===== src/rtl/axis_sample_tx.sv =====
// ADC sample to AXI-Stream bridge: offset-binary/two's-complement conversion,
// sign extension to 32 bits, and a small circular FIFO with overflow accounting.
module axis_sample_tx #(
   parameter int IN_W       = 16,
   parameter int DEPTH      = 4,
   parameter int OFFSET_BIN = 1
) (
   input  logic              clk,
   input  logic              rst_n,
   input  logic              sample_valid,
   input  logic [IN_W-1:0]   sample_data,
   input  logic              m_axis_tready,
   output logic              m_axis_tvalid,
   output logic [31:0]       m_axis_tdata,
   input  logic              ovf_clr,
   output logic              ovf_flag,
   output logic [15:0]       ovf_count,
   output logic [4:0]        level
);

   localparam int         PTR_W   = (DEPTH > 1) ? $clog2(DEPTH) : 1;
   localparam logic [4:0] DEPTH_L = 5'(DEPTH);

   logic signed [31:0] mem_p0 [DEPTH];
   logic [PTR_W-1:0]   wr_ptr;
   logic [PTR_W-1:0]   rd_ptr;
   logic [4:0]         level_q;
   logic               full;
   logic               push;
   logic               pop;
   logic               drop;

   function automatic logic signed [31:0] conv_sample(input logic [IN_W-1:0] s);
      logic [IN_W-1:0] t;
      t = s;
      if (OFFSET_BIN != 0) t[IN_W-1] = ~t[IN_W-1];
      return {{(32-IN_W){t[IN_W-1]}}, t};
   endfunction

   function automatic logic [15:0] sat_inc16(input logic [15:0] c);
      return (c == 16'hFFFF) ? c : c + 16'd1;
   endfunction

   // A full FIFO still accepts a sample when the head leaves in the same cycle.
   always_comb begin
      full = (level_q == DEPTH_L);
      pop  = (level_q != 5'd0) && m_axis_tready;
      push = sample_valid && (!full || pop);
      drop = sample_valid && full && !pop;
   end

   // Stage p0: converted sample storage (data path, not reset)
   always_ff @(posedge clk) begin
      if (push) mem_p0[wr_ptr] <= conv_sample(sample_data);
   end

   always_ff @(posedge clk or negedge rst_n) begin
      if (!rst_n) begin
         wr_ptr    <= '0;
         rd_ptr    <= '0;
         level_q   <= 5'd0;
         ovf_flag  <= 1'b0;
         ovf_count <= 16'd0;
      end else begin
         if (push) wr_ptr <= wr_ptr + PTR_W'(1);
         if (pop)  rd_ptr <= rd_ptr + PTR_W'(1);
         level_q <= level_q + {4'd0, push} - {4'd0, pop};
         if (ovf_clr) begin
            ovf_flag  <= 1'b0;
            ovf_count <= 16'd0;
         end else if (drop) begin
            ovf_flag  <= 1'b1;
            ovf_count <= sat_inc16(ovf_count);
         end
      end
   end

   // Outputs come straight from registered state; tready never reaches tvalid.
   always_comb begin
      level         = level_q;
      m_axis_tvalid = (level_q != 5'd0);
      m_axis_tdata  = m_axis_tvalid ? mem_p0[rd_ptr] : 32'd0;
   end

endmodule


===== config.mk =====
export PLATFORM = sky130hd
export DESIGN_NAME = axis_sample_tx
export DESIGN_NICKNAME = d
export VERILOG_FILES = /design/src/rtl/axis_sample_tx.sv
export SDC_FILE = /design/constraint.sdc
export NUM_CORES = 1
export LEC_CHECK = 0
export ABC_AREA = 1
export BUFFER_PORTS_ARGS = -buffer_cell sky130_fd_sc_hd__buf_2
export CAP_MARGIN = 20
export CORE_MARGIN = 3
export CORE_UTILIZATION = 35
export CTS_BUF_LIST = sky130_fd_sc_hd__clkbuf_8
export DETAILED_ROUTE_END_ITERATION = 8
export PLACE_DENSITY = 0.61
export SYNTH_ARGS = -nofsm -noshare
export SYNTH_HDL_FRONTEND = slang
export SYNTH_SLANG_ARGS = --single-unit

===== constraint.sdc =====
create_clock -name clk -period 4.79 [get_ports clk]
set_clock_uncertainty 0.05 [all_clocks]
set_input_delay 1.1975 -clock clk [delete_from_list [all_inputs] [get_ports clk]]
set_output_delay 1.1975 -clock clk [all_outputs]
set_load 0.05 [all_outputs]

After elaboration in Yosys (flattened, before gate mapping)

Memories as Yosys holds them, arrays and structs flattened.
Index checks and enable logic that the tools add are counted.

Bits of input ports: 21
Logic and storage cells: 34
RAM bits: 128
Output and inout bits: 55
Memories kept: 1
Register bits after elaboration: 26

Add/subtract/negate cells: 5
Reduce and logical (&&, ||, !) cells: 10
Multiplexer cells: 9
Equality and inequality tests: 3
Bitwise operators: 1

Memory list:

| name   | depth | width | read ports | clocked after memory_dff | write ports | line | source |
|---|---|---|---|---|---|---|---|
| mem_p0 | 4     | 32    | 1          | 0                        | 1           | 24   | `logic signed [31:0] mem_p0 [DEPTH];` |

Operator list:

| operator                                                              | number |
|---|---|
| 16-bit 2-to-1 mux                                                     | 3 |
| 32-bit 2-to-1 mux                                                     | 1 |
| 16-bit by 1-bit adder with 16-bit output, second input constant       | 1 |
| 16-bit equality test, second input constant                           | 1 |
| 5-bit by 1-bit adder with 5-bit output                                | 1 |
| 5-bit by 3-bit equality test with 1-bit output, second input constant | 1 |
| 1-bit 2-to-1 mux                                                      | 5 |
| 5-bit nonzero test                                                    | 1 |
| 5-bit by 1-bit subtractor with 5-bit output                           | 1 |
| 2-bit by 1-bit adder with 2-bit output, second input constant         | 2 |
| 1-bit logical AND                                                     | 4 |
| 1-bit logical NOT                                                     | 2 |
| 2-bit inequality test, second input constant                          | 1 |
| 2-bit AND reduction                                                   | 1 |
| 2-bit nonzero test                                                    | 1 |
| 1-bit logical OR                                                      | 1 |
| 1-bit NOT                                                             | 1 |

Longest topological paths before layout

Gate-level depths: netlist of the first run.

Depth after elaboration: 6
Mapped depth: 13
Mapped depth without buffers: 13

Worst setup path after synthesis of the first run

OpenSTA, ideal clock, no wires.

Path kind: reg-to-output
From: register level_q[2] (netlist: level[2])
To: output port m_axis_tdata[16]
Buffers on the path: 1
Cell stages (with the launch flop): 9
Arrival: 3400 ps
Slack: 142 ps
Required time: 3543 ps
Path through: dfrtp_1 inv_1 ha_1 inv_1 nor2_1 nand2_1 inv_1 a21oi_1 buf_4

Word-level cells in the longest chain between the ends: 2

RTL lines:

| item                     | line | source |
|---|---|---|
| start: declaration       | 27   | `logic [4:0] level_q;` |
| start signal: assignment | 67   | `level_q <= level_q + {4'd0, push} - {4'd0, pop};` |
| 5-bit nonzero test       | 81   | `m_axis_tvalid = (level_q != 5'd0);` |
| via m_axis_tvalid        | 13   | `output logic m_axis_tvalid,` |
| 32-bit 2-to-1 mux        | 82   | `m_axis_tdata = m_axis_tvalid ? mem_p0[rd_ptr] : 32'd0;` |
| end: declaration         | 14   | `output logic [31:0] m_axis_tdata,` |

The timed path passes the listed nets, and every way through them passes these cells.

Worst setup path in the final report of the first run

From: register level_q[2] (netlist: level[2])
To: output port m_axis_tdata[19]

Word-level cells in the longest chain between the ends: 2

RTL lines:

| item               | line |
|---|---|
| 5-bit nonzero test | 81 |
| 32-bit 2-to-1 mux  | 82 |

Every way passes these cells.

==> results of run 1 <==
flip-flops by register name (all words and copies together), names as in the netlist:
name / count
rd_ptr: 2
ovf_count: 16
mem_p0: 64
level: 5
ovf_flag: 1
wr_ptr: 2
cells in the final DEF, fill, tap and decap left out:
master	n
nor2_1	94
buf_4	6
nand2_1	64
o21bai_1	2
xor2_1	11
bufinv_16	2
clkbuf_8	9
inv_6	1
xnor2_1	2
a21oi_1	19
inv_1	29
nand4_1	6
nand3_1	14
inv_2	2
o21ai_2	1
ha_1	11
clkinvlp_4	3
nor3_1	1
edfxtp_1	64
buf_2	75
o21ai_1	3
nor2_4	2
fa_1	1
dfrtp_1	26
nand2_4	1
o21ai_0	38
nor2_2	2
nand2_2	2
final cells by class:
class / instances / area, um^2 / share of cell area
Timing Repair Buffer: 81 / 420 / 0.0864
Clock buffer: 9 / 124 / 0.0255
Clock inverter: 6 / 91.3 / 0.0188
Tap cell: 143 / 179 / 0.0368
Inverter: 31 / 116 / 0.0239
Multi-Input combinational cell: 274 / 1360 / 0.280
Sequential cell: 90 / 2570 / 0.529
cells by family (layout without fill, tap and decap cells):
family / count (synthesis) / after routing
buf+inv: 59 / 127
simple gates: 186 / 186
compound gates: 63 / 63
flops: 90 / 90
xor+xnor: 13 / 13
fa+ha+maj: 12 / 12
synthesized netlist by cell type:
cell type / number / area (um^2)
buf_8: 1 / 15.0
nor2_2: 2 / 12.5
nand2_1: 64 / 240
ha_1: 11 / 138
edfxtp_1: 64 / 1920
nand2_2: 2 / 12.5
xnor2_1: 2 / 17.5
nand3_1: 14 / 70.1
xor2_1: 11 / 96.3
nand2_4: 1 / 11.3
buf_1: 1 / 3.75
nor3_1: 1 / 5.00
clkbuf_1: 8 / 30.0
inv_1: 29 / 109
nand4_1: 6 / 37.5
inv_2: 2 / 7.51
buf_2: 2 / 10.0
fa_1: 1 / 20.0
o21ai_0: 38 / 190
o21bai_1: 2 / 15.0
a21oi_1: 19 / 95.1
o21ai_1: 3 / 15.0
buf_4: 16 / 120
nor2_4: 2 / 22.5
o21ai_2: 1 / 8.76
dfrtp_1: 26 / 651
nor2_1: 94 / 353
stage by stage:
step / total power [mW] / worst slack (ns) / util / instance area [um^2] / std cells
finish: 3.29 / 0.926 / 0.419 / 4860 / 634
CTS: 3.32 / 0.893 / 0.419 / 4860 / 634
detailed placement: 2.76 / 1.29 / 0.400 / 4650 / 619
floorplan: 2.51 / 0.142 / - / 4230 / 423
global route: 3.49 / 0.591 / 0.419 / 4860 / 634
global placement: 2.75 / 1.38 / 0.400 / 4650 / 619
worst paths after layout:
kind,startpoint,end,cells after the start
worst min register to register,ovf_flag$_DFFE_PN0P_,ovf_flag$_DFFE_PN0P_,2
worst max-delay path,level[2]$_DFF_PN0_,m_axis_tdata[19],8
min in group asynchronous,rst_n,ovf_count[15]$_DFFE_PN0P_,1
max in group asynchronous,rst_n,ovf_count[6]$_DFFE_PN0P_,1
worst min-delay path,ovf_flag$_DFFE_PN0P_,ovf_flag$_DFFE_PN0P_,2
worst max register to register,level[2]$_DFF_PN0_,level[4]$_DFF_PN0_,13
power by group through the flow:
stage	Sequential (mW)	Clock, mW	Combinational [mW]
3_5_place_dp	1.07	0	1.69
5_1_grt	1.07	0.605	1.81
2_1_floorplan	1.13	0	1.38
4_1_cts	1.05	0.570	1.70
3_3_place_gp	1.07	0	1.68
6_report	1.05	0.551	1.68
critical path: stages (launching register included):
cell and delay (ns):
dfrtp_1 0.38, inv_1 0.07, ha_1 0.20, inv_1 0.05, nor2_1 0.04, nand2_1 0.11
inv_1 0.30, a21oi_1 0.71, buf_2 0.39
per-layer routing:
| layer | vias to the layer above | track usage | wire (um) |
|---|---|---|---|
| met5 | - | 0 | 0 |
| met2 | 100 | 0.216 | 4160 |
| met3 | 8 | 0.0376 | 614 |
| li1 | 1508 | - | - |
| met1 | 1375 | 0.179 | 4030 |
| met4 | 0 | 0.0325 | 68 |
==> qor.csv, run 1 <==
stage,metric,value,unit
run_status,status,"finished, final reports clean",
placed_design,port-buffer-count,75,
worst_setup_path,critPathKind,flip-flop to output pin,
synthesis,syn_inst,423,
clock_network,cts_max_level,3,
power_and_ir_drop,seq_power_share,0.320,
global_route,grt_pass1_vias,2785,
synthesis,synth_top_family_by_area,simple AND/OR/NAND/NOR gates,
clock_network,root_buffer,clkbuf_8,
power_and_ir_drop,power.density,676,mW/mm^2
power_and_ir_drop,ir_worst_vdd,0.000427,V
worst_setup_path,startpoint_type,flip-flop,
sta,slew_viol_final,0,
cells_and_area,drive_above_1_share,0.216,
die,dieArea,0.0134,mm^2
sta,fin_crit_sh,0.807,
placed_design,dp_hpwl,6010,um
power_and_ir_drop,power_switching,1.63,mW
detailed_routing,first_pass_iters,4,
sta,tightest_slew,0.761,ns
worst_setup_path,worstPathRequired,3.54,ns
power_and_ir_drop,p_leak,2.05,nW
sta,fmax,0.259,GHz
detailed_routing,via_count,2991,
detailed_routing,drc,0,
synthesis,avgSynthCellArea,9.99,um^2
clock_network,clk_pin_slew,0.09,ns
clock_network,hold_buffers,0,
synthesis,mappedNetlistArea,0.00423,mm^2
cells_and_area,area_growth,15.0,%
detailed_routing,finalWirelength,8880,um
power_and_ir_drop,p_sw_frac,0.495,
cells_and_area,num-nets-final,520,
worst_setup_path,path_max_fanout,17,
synthesis,ys_seq_area_frac,0.608,
global_route,grt_pass1_wl,13800,um
die,io-pin-count,76,
cells_and_area,antennaDiodeCount,0,
power_and_ir_drop,p_clk_frac,0.168,
clock_network,clock_latency,0.35,ns
die,die_y,116,um
detailed_routing,drtIter0Drc,190,
clock_network,cts_buffer_depth,2,
job,maxCapViolations,0,
die,start_util,0.364,
die,row_count,39,
synthesis,yosysWarnings,0,
power_and_ir_drop,intPower,1.66,mW
cells_and_area,fillers,1149,
synthesis,synth_xor_area_frac,0.0269,
worst_setup_path,arrival,2.62,ns
synthesis,yosys.area_share.adder,0.0373,
synthesis,synth_mux_area_frac,0,
synthesis,synth_compound_area_frac,0.0766,
die,die_w,116,um
clock_network,cts.sinks,90,
global_route,overflow,0,
power_and_ir_drop,pwr-share-comb,0.512,
global_route,track_usage,0.134,
detailed_routing,viasPerCell,4.72,
sta,min_period,3.86,ns
global_route,antenna_found_initial,0,
sta,fin_hold_ws,0.458,ns
sta,finalSetupTns,0,ns
clock_network,cts_buffers,9,
detailed_routing,postRouteAntennaNets,0,
clock_network,cts_setup_buffers,0,
clock_network,cts_resized,0,
detailed_routing,wl_per_cell,14.0,um
synthesis,yosys.cell_types.count,27,
sta,hold_violations,0,
placed_design,place.gp.congestion,0.838,
die,core,0.0116,mm^2
global_route,grt_max_degree,34,
worst_setup_path,cp-end-kind,output pin,
synthesis,yosys.area_share.simple,0.181,
clock_network,cts_tree,built,
sta,rsz0062_at_grt,false,
synthesis,synth_seq_cells,90,
worst_hold_path,worstHoldPathType,flip-flop to flip-flop,
sta,setup_violations,0,
synthesis,syn-num-nets,456,
sta,timing.slew.headroom,0.493,
worst_setup_path,regToRegSetupSlack,2.01,ns
(Power assumes the default switching activity.)
==> run 2: changes to the inputs <==
- ABC_AREA: 1 -> 0
- clock period: 4.79 -> 3.9 ns (I/O delays scaled with it)
==> run 2 against run 1 <==
- sequential power is 26% higher
- area after synthesis is 1.7% lower
- hold slack gained 0.015 ns
- clock-buffer cell count stayed put
- worst setup slack got worse by 0.23 ns
- cell count shrank 23%
- power grew 19%
- combinational power increased by 20%
- first-iteration DRC count down 44%
- critical path depth shrank 4
- core utilization shrank 1.1 points
- largest cell class unchanged
- highest routed layer unchanged
==> qor.csv, run 2 <==
stage,metric,value,unit
global_route,track_usage,0.119,
clock_network,cts.sinks,90,
cells_and_area,final_cell_mix,"buf_2, edfxtp_1, dfrtp_1",
global_route,overflow,0,
power_and_ir_drop,p_leak,1.87,nW
detailed_routing,drtIter0Drc,106,
detailed_routing,postRouteAntennaNets,0,
synthesis,ys_seq_area_frac,0.619,
synthesis,yosysWarnings,0,
sta,hold_violations,0,
power_and_ir_drop,power_switching,1.88,mW
detailed_routing,wl_per_cell,15.6,um
worst_hold_path,hp-start,ovf_flag$_DFFE_PN0P_,
global_route,grt_max_degree,27,
placed_design,port-buffer-count,75,
clock_network,cts_setup_buffers,0,
power_and_ir_drop,p_sw_frac,0.481,
synthesis,syn-num-nets,309,
worst_hold_path,worstHoldPathType,flip-flop to flip-flop,
clock_network,cts_max_level,3,
sta,slew_viol_final,0,
synthesis,synthTopCellsByCount,"edfxtp_1, dfrtp_1, and2_1",
power_and_ir_drop,p_clk_frac,0.146,
global_route,grt_pass1_wl,12000,um
synthesis,syn_inst,276,
synthesis,synth_seq_cells,90,
power_and_ir_drop,pwr-share-comb,0.516,
worst_setup_path,arrival,2.18,ns
sta,timing.slew.headroom,0.423,
clock_network,hold_buffers,0,
clock_network,clock_latency,0.36,ns
detailed_routing,viasPerCell,4.95,
clock_network,cts_buffers,9,
run_status,status,"finished, final reports clean",
die,core,0.0115,mm^2
worst_hold_path,hold_depth,2,
die,die_w,115,um
worst_setup_path,ff2ff_path_depth,14,
cells_and_area,top_register,mem_p0,
sta,finalSetupTns,0,ns
synthesis,netlist.area_leader.share,0.462,
clock_network,cts_resized,0,
die,io-pin-count,76,
sta,min_period,3.20,ns
synthesis,yosys.cell_types.count,41,
power_and_ir_drop,intPower,2.03,mW
synthesis,avgSynthCellArea,15.1,um^2
job,maxCapViolations,0,
worst_setup_path,worstPathRequired,2.87,ns
detailed_routing,first_pass_iters,4,
die,start_util,0.361,
worst_setup_path,critPathKind,flip-flop to output pin,
synthesis,synthFlopType,edfxtp_1,
placed_design,pre_cts_slack,0.830,ns
worst_setup_path,startpoint_type,flip-flop,
die,dieArea,0.0132,mm^2
worst_setup_path,path_max_fanout,8,
die,die_y,115,um
worst_setup_path,r2r-start,level[3]$_DFF_PN0_,
worst_hold_path,holdPathEnd,ovf_flag$_DFFE_PN0P_,
die,row_count,39,
detailed_routing,via_count,2410,
sta,rsz0062_at_grt,false,
synthesis,mappedNetlistArea,0.00416,mm^2
synthesis,async_flop_share,0.289,
synthesis,synth_most_common_cell,edfxtp_1,
clock_network,cts_buffer_depth,2,
power_and_ir_drop,power.density,832,mW/mm^2
detailed_routing,finalWirelength,7590,um
power_and_ir_drop,ir_worst_vdd,0.000362,V
clock_network,clk_pin_slew,0.09,ns
clock_network,cts_tree,built,
cells_and_area,area_growth,13.0,%
sta,fin_hold_ws,0.473,ns
power_and_ir_drop,seq_power_share,0.337,
synthesis,synthTopCellsByArea,"edfxtp_1, dfrtp_1, mux4_2",
sta,fin_crit_sh,0.822,
cells_and_area,final_common_cell,buf_2,
sta,tightest_slew,0.865,ns
cells_and_area,drive_above_1_share,0.349,
cells_and_area,largest_register_ffs,64,
worst_setup_path,reg2reg_to,level[4]$_DFF_PN0_,
worst_setup_path,regToRegSetupSlack,1.15,ns
sta,fmax,0.312,GHz
cells_and_area,num-nets-final,372,
sta,layout_setup_ws,0.695,ns
placed_design,place.gp.congestion,0.737,
synthesis,synth_top_cell_by_area,edfxtp_1,
sta,setup_violations,0,
synthesis,synth_edf_count,64,
global_route,antenna_found_initial,0,
worst_setup_path,cp-end-kind,output pin,
clock_network,root_buffer,clkbuf_8,
placed_design,dp_hpwl,5120,um
detailed_routing,drc,0,
global_route,grt_pass1_vias,2325,
cells_and_area,antennaDiodeCount,0,
run 2: changes by cell type in the layout (fill, tap and decap cells not counted), moves of 7 or more:
cell,change
nand2_1,-53
nor2b_1,+7
a21oi_1,-8
nand3_1,-11
o21ai_0,-36
and2_1,+19
nor2_1,-85
xor2_1,-8
mux4_2,+16
nor4_1,+8
inv_1,-17
run 2: kinds of logic after synthesis:
group	Yosys count	share of synthesized area
flip-flops	90	0.619
AND/OR/NAND/NOR	83	0.125
buffers and inverters	38	0.0623
multiplexers	24	0.108
AO/OA/AOI/OAI	22	0.0331
adder cells (fa/ha/maj)	12	0.0379
XOR/XNOR	7	0.0147
run 2: worst max path at each step:
stage	to	start	slack [ns]	cells past startpoint
final	m_axis_tdata[11]	rd_ptr[0]$_DFFE_PN0N_	0.70	4
after floorplan	m_axis_tdata[0]	level[2]$_DFF_PN0_	0.65	5
after global placement	level[4]$_DFF_PN0_	m_axis_tready	0.87	13
after detailed placement	level[4]$_DFF_PN0_	m_axis_tready	0.83	13
after global routing	m_axis_tdata[4]	rd_ptr[0]$_DFFE_PN0N_	0.53	4
after CTS	m_axis_tdata[11]	rd_ptr[0]$_DFFE_PN0N_	0.63	4
run 2: area by class of cell:
cell class	instances	area, um^2
repair buffers	79	405
well taps	143	179
clock inverters	7	51.3
fillers	1097	6820
flip-flops and latches	90	2570
inverters	11	41.3
clock buffers	9	124
multi-input cells	148	1330
run 2: stage by stage:
stage / cells / util / power [mW] / cell area [um^2]
CTS: 487 / 0.408 / 3.97 / 4700
finish: 487 / 0.408 / 3.91 / 4700
floorplan: 276 / - / 3.11 / 4160
detailed placement: 471 / 0.393 / 3.39 / 4520
global placement: 471 / 0.393 / 3.39 / 4520
global route: 487 / 0.408 / 4.14 / 4700
run 2: metal layers:
layer | GRT usage | part of all wire | up-vias
met1 | 0.147 | 0.44 | 1182
met3 | 0.0447 | 0.064 | 6
met2 | 0.196 | 0.49 | 74
met4 | 0.0352 | 0.0084 | 0
li1 | - | - | 1148
met5 | 0 | 0 | -
run 2: critical path, stage by stage, from the launching register on:
cell and delay (ns):
dfrtp_1 0.63, buf_4 0.30, mux4_2 0.51, and2_1 0.17
buf_2 0.20
run 2: power groups by stage:
| stage | combinational (mW) | sequential (mW) | clock [mW] |
|---|---|---|---|
| 2_1_floorplan | 1.71 | 1.40 | 0 |
| 3_3_place_gp | 2.05 | 1.34 | 0 |
| 3_5_place_dp | 2.05 | 1.35 | 0 |
| 4_1_cts | 2.05 | 1.33 | 0.598 |
| 5_1_grt | 2.15 | 1.34 | 0.641 |
| 6_report | 2.02 | 1.32 | 0.573 |
